--- src/rtl/mult_rom_sequencer_if.sv ---
// Operand-in / product-out handshake bundle for mult_rom_sequencer.
// slave is the sequencer side; master is the producer/consumer side.
interface mult_rom_sequencer_if #(
  parameter int unsigned N     = 8,
  parameter int unsigned CNT_W = 16
);
  logic             in_valid;
  logic             in_ready;
  logic [N/2-1:0]   op_a;
  logic [N/2-1:0]   op_b;
  logic             out_valid;
  logic             out_ready;
  logic [N-1:0]     result;
  logic [CNT_W-1:0] op_count;

  modport master (
    output in_valid, op_a, op_b, out_ready,
    input  in_ready, out_valid, result, op_count
  );

  modport slave (
    input  in_valid, op_a, op_b, out_ready,
    output in_ready, out_valid, result, op_count
  );
endinterface

--- src/rtl/mult_rom_sequencer.sv ---
// Front-end sequencer for the multiplication ROM: address/strobe generation, product capture.
// Optional macro ZERO_BYPASS_EN: zero operands skip the ROM access and return 0 directly.
module mult_rom_sequencer #(
  parameter int unsigned N       = 8,
  parameter int unsigned ROM_LAT = 1,
  parameter int unsigned CNT_W   = 16
) (
  input  logic                 clk,
  input  logic                 rst,
  mult_rom_sequencer_if.slave  bus,
  output logic [N-1:0]         rom_address,
  output logic                 rom_read_en,
  output logic                 rom_ce,
  input  logic [N-1:0]         rom_data
);
  localparam logic [3:0] LastCnt = 4'(ROM_LAT - 1);

  typedef enum logic [1:0] {StIdle, StRead, StDone} state_e;

  state_e           state_q;
  logic [3:0]       cnt_q;
  logic             in_ready_q;
  logic             out_valid_q;
  logic             ce_q;
  logic [N-1:0]     addr_q;
  logic [N-1:0]     result_q;
  logic [CNT_W-1:0] op_count_q;
  logic             accept;
  logic             zero_op;

  assign accept = bus.in_valid && in_ready_q && (state_q == StIdle);

`ifdef ZERO_BYPASS_EN
  assign zero_op = (bus.op_a == '0) || (bus.op_b == '0);
`else
  assign zero_op = 1'b0;
`endif

  always_ff @(posedge clk) begin
    if (rst) begin
      state_q     <= StIdle;
      cnt_q       <= '0;
      in_ready_q  <= 1'b0;
      out_valid_q <= 1'b0;
      ce_q        <= 1'b0;
      addr_q      <= '0;
      result_q    <= '0;
      op_count_q  <= '0;
    end else begin
      unique case (state_q)
        StIdle: begin
          if (accept) begin
            in_ready_q <= 1'b0;
            cnt_q      <= '0;
            if (zero_op) begin
              result_q    <= '0;
              out_valid_q <= 1'b1;
              state_q     <= StDone;
            end else begin
              addr_q  <= {bus.op_a, bus.op_b};
              ce_q    <= 1'b1;
              state_q <= StRead;
            end
          end else begin
            // Covers the first idle cycle after reset, where in_ready is still low.
            in_ready_q <= 1'b1;
          end
        end
        StRead: begin
          if (cnt_q == LastCnt) begin
            result_q    <= rom_data;
            ce_q        <= 1'b0;
            addr_q      <= '0;
            out_valid_q <= 1'b1;
            state_q     <= StDone;
          end else begin
            cnt_q <= cnt_q + 4'd1;
          end
        end
        StDone: begin
          if (bus.out_ready) begin
            out_valid_q <= 1'b0;
            op_count_q  <= op_count_q + 1'b1;
            in_ready_q  <= 1'b1;
            state_q     <= StIdle;
          end
        end
        default: state_q <= StIdle;
      endcase
    end
  end

  assign bus.in_ready  = in_ready_q;
  assign bus.out_valid = out_valid_q;
  assign bus.result    = result_q;
  assign bus.op_count  = op_count_q;
  assign rom_address   = addr_q;
  assign rom_ce        = ce_q;
  assign rom_read_en   = ce_q;
endmodule

--- src/flat_wrapper.sv ---
// flat-port wrapper written by rule: the top's interface ports become plain ports
module mult_rom_sequencer_flat 
#(
  parameter int unsigned N       = 8,
  parameter int unsigned ROM_LAT = 1,
  parameter int unsigned CNT_W   = 16
)
  (clk, rst, rom_address, rom_read_en, rom_ce, rom_data, bus_in_valid, bus_op_a, bus_op_b, bus_out_ready, bus_in_ready, bus_out_valid, bus_result, bus_op_count);
  mult_rom_sequencer_if #(.N(N), .CNT_W(CNT_W)) bus_i ();
  input  logic clk;
  input  logic rst;
  output logic [N-1:0] rom_address;
  output logic rom_read_en;
  output logic rom_ce;
  input  logic [N-1:0] rom_data;
  input wire logic [$bits(bus_i.in_valid)-1:0] bus_in_valid;
  input wire logic [$bits(bus_i.op_a)-1:0] bus_op_a;
  input wire logic [$bits(bus_i.op_b)-1:0] bus_op_b;
  input wire logic [$bits(bus_i.out_ready)-1:0] bus_out_ready;
  output wire logic [$bits(bus_i.in_ready)-1:0] bus_in_ready;
  output wire logic [$bits(bus_i.out_valid)-1:0] bus_out_valid;
  output wire logic [$bits(bus_i.result)-1:0] bus_result;
  output wire logic [$bits(bus_i.op_count)-1:0] bus_op_count;
  assign bus_i.in_valid = bus_in_valid;
  assign bus_i.op_a = bus_op_a;
  assign bus_i.op_b = bus_op_b;
  assign bus_i.out_ready = bus_out_ready;
  assign bus_in_ready = bus_i.in_ready;
  assign bus_out_valid = bus_i.out_valid;
  assign bus_result = bus_i.result;
  assign bus_op_count = bus_i.op_count;
  mult_rom_sequencer #(.N(N), .ROM_LAT(ROM_LAT), .CNT_W(CNT_W)) u_core (.clk(clk), .rst(rst), .bus(bus_i), .rom_address(rom_address), .rom_read_en(rom_read_en), .rom_ce(rom_ce), .rom_data(rom_data));
endmodule
--- config.mk ---
export PLATFORM = sky130hd
export DESIGN_NAME = mult_rom_sequencer_flat
export DESIGN_NICKNAME = d
export VERILOG_FILES = /design/src/rtl/mult_rom_sequencer_if.sv /design/src/rtl/mult_rom_sequencer.sv /design/src/flat_wrapper.sv
export SDC_FILE = /design/constraint.sdc
export NUM_CORES = 1
export LEC_CHECK = 0
export ABC_AREA = 1
export CAP_MARGIN = 20
export CORE_ASPECT_RATIO = 0.7
export CORE_UTILIZATION = 25
export CTS_BUF_LIST = sky130_fd_sc_hd__clkbuf_4 sky130_fd_sc_hd__clkbuf_8
export DETAILED_ROUTE_END_ITERATION = 8
export PLACE_DENSITY = 0.46
export SYNTH_ARGS = -nofsm -noshare
export SYNTH_HDL_FRONTEND = slang
export SYNTH_SLANG_ARGS = --single-unit
--- constraint.sdc ---
create_clock -name clk -period 1.9 [get_ports clk]
set_clock_uncertainty 0.2 [all_clocks]
set_input_delay 0.285 -clock clk [delete_from_list [all_inputs] [get_ports clk]]
set_output_delay 0.285 -clock clk [all_outputs]
set_load 0.005 [all_outputs]
==> flow_summary.toml <==
[run_status]
outcome = "completed"

[route]
drcViolationCount = 0
antenna_left = 0
wl_per_cell_um = 11.2
first_iter_violations = 47
routed_via_density = 4.20
detailedRoute.firstPassIterationCount = 4
dr_total_vias = 1645
wirelength_mm = 4.41

[critical_path]
path_class = "flop to output pin"
crit_arrival_ps = 1260
critPathMaxStageDelay_ps = 540
cp-start-kind = "flop"
path_cells = "clkdlybuf4s50_1"
critPathMaxFanout = 5
r2r_slack_ps = 250
cp-end-kind = "output pin"
crit_slowest_cell = "clkdlybuf4s50_1"
crit_buf_inv = 1
crit_required_ps = 1410
path_delay_family = "buffers and inverters"

[global_routing]
antenna_found_initial = 0
grt_max_degree = 19
grtUsageTotal_pct = 12.4
grt_pass1_wl_mm = 7.06
grt_pass1_vias = 1457
grt_overflow = 0

[clock_network]
cts_tree = "yes"
path_clk_slew_ps = 80
clock_latency_ps = 290
root_buffer = "clkbuf_8"
cts_max_level = 2
cts.sinks = 41
numCtsBuffers = 5
clockBufferDepth = 2
cts.hold.buffers_added = 0

[synth]
netlist_area_um2 = 1760
syn_nets = 256
ys_ff_latch = 41
synth.distinct_cells = 24
yosysWarnings = 0
synthCells = 233
yosysSeqAreaShare_pct = 46.6
syn_avg_cell_area_um2 = 7.56

[timing]
maxSlewViolCount = 0
period_share_pct = 91.6
max_slew_margin_pct = 77.8
period_minus_slack_ps = 1740
max_freq_mhz = 575
rsz0062_at_grt = "false"
setup_viol = 0
hold_viol_final = 0
fin_tns_setup_ps = 0
worst-slew-pin-transition_ps = 332

[cells_and_area]
nets = 320
design_area_um2 = 2530
area_delta_synth_final_pct = 43.9
final_cell_mix = "clkdlybuf4s50_1, nor2_1, dfxtp_1"
drive_gt1_share_pct = 8.39
final_common_cell = "clkdlybuf4s50_1"
n_antenna_cell = 0

[power_and_ir_drop]
totalPowerFinal_mw = 1.67
leakagePower_nw = 0.979
max-vdd-ir-drop_mv = 0.421
pwr_density_cell_nw_per_um2 = 658

[floorplan]
die_h_um = 72.2
io_pins = 56
die_w_um = 102
core-area_um2 = 6790
start_util_pct = 26.0
num_rows = 25
dieArea_um2 = 7390

[place]
dp_hpwl_mm = 3.22
dpl-instance-area_um2 = 2430
port_buffers = 55
place.gp.congestion = 0.755

[hold_path]
hold_path.class = "flop to flop"

[flow_run]
maxCapViolations = 0
==> routing by layer <==
metal	routed length [µm]	up-vias	track usage, %
li1	-	881	-
met1	2550	727	19.0
met2	1610	35	17.1
met3	241	2	3.95
met4	7	0	1.90
met5	0	-	0
==> timing repair <==
action | CTS | global route
resized for setup | 0 | 0
endpoints found under the setup margin | 0 | 1
setup buffers | 0 | 3
==> synth_stat cells (all sizes together) <==
| cell | number | share of area, % |
|---|---|---|
| dfxtp | 41 | 47 |
| ha | 3 | 2.1 |
| o21ai | 13 | 3.7 |
| a211oi | 1 | 0.43 |
| inv | 25 | 5.3 |
| xor2 | 4 | 2.0 |
| a21oi | 20 | 5.7 |
| o21bai | 1 | 0.43 |
| nor2 | 46 | 11 |
| clkbuf | 3 | 0.64 |
| nor3 | 5 | 2.1 |
| buf | 3 | 1.7 |
| o21a | 1 | 0.43 |
| nand3 | 19 | 6.1 |
| nor3b | 2 | 0.85 |
| nand4 | 5 | 2.1 |
| nand2 | 41 | 9.2 |
==> metrics by stage <==
stage / hold slack, ps / setup slack, ps / util [%] / instances
final: 269 / 160 / 37.3 / 392
after global placement: 251 / 113 / 35.7 / 381
after floorplan: 220 / 369 / - / 233
after CTS: 275 / 144 / 37.0 / 389
after global routing: 293 / 79.4 / 37.3 / 392
after detailed placement: 262 / 113 / 35.7 / 381
==> cell families (layout without fill, tap and decap cells) <==
logic type / Yosys count / after routing / share of synthesized area [%]
flip-flops: 41 / 41 / 46.6
XOR/XNOR: 4 / 4 / 1.99
AO/OA/AOI/OAI: 36 / 36 / 10.7
AND/OR/NAND/NOR: 118 / 118 / 31.0
buffers and inverters: 31 / 96 / 7.67
adder cells (fa/ha/maj): 3 / 3 / 2.13
==> worst reg2reg max path: cells and delay by family, from the launching register on <==
family	cells	cell delay, ps
buf+inv	2	350
compound gates	1	140
fa+ha+maj	1	190
simple gates	3	310
flops	1	380
==> where the power goes <==
part,internal [mW],switching (mW),total (mW)
Combinational,0.110,0.0802,0.191
Clock,0.270,0.304,0.574
Sequential,0.886,0.0176,0.903
Total,1.27,0.402,1.67
==> cell type report <==
cell class                      count  area [µm²]
Tap cell                           94         118
Timing Repair Buffer               63         611
Fill cell                         746        4250
Inverter                           25        93.8
Clock inverter                      2        10.0
Clock buffer                        6        76.3
Sequential cell                    41         821
Multi-Input combinational cell    161         806
==> registers in the layout, indices dropped and copies added (netlist names) <==
name and flops:
u_core.state_q 2, u_core.cnt_q 4, u_core.bus.result 8, u_core.rom_ce 1, u_core.rom_address 8, u_core.bus.op_count 16, u_core.bus.out_valid 1, u_core.bus.in_ready 1
==> path summary, 6_finish.rpt <==
| kind | start | to | cells after the start |
|---|---|---|---|
| min | u_core.bus.out_valid$_SDFFE_PP0P_ | u_core.bus.out_valid$_SDFFE_PP0P_ | 2 |
| max reg2reg | u_core.cnt_q[0]$_SDFFE_PP0P_ | u_core.rom_address[2]$_SDFFE_PP0P_ | 7 |
| min reg2reg | u_core.bus.out_valid$_SDFFE_PP0P_ | u_core.bus.out_valid$_SDFFE_PP0P_ | 2 |
| max | u_core.bus.op_count[9]$_SDFFE_PP0P_ | bus_op_count[9] | 1 |
Note: power is estimated with default switching activity, not from simulation.
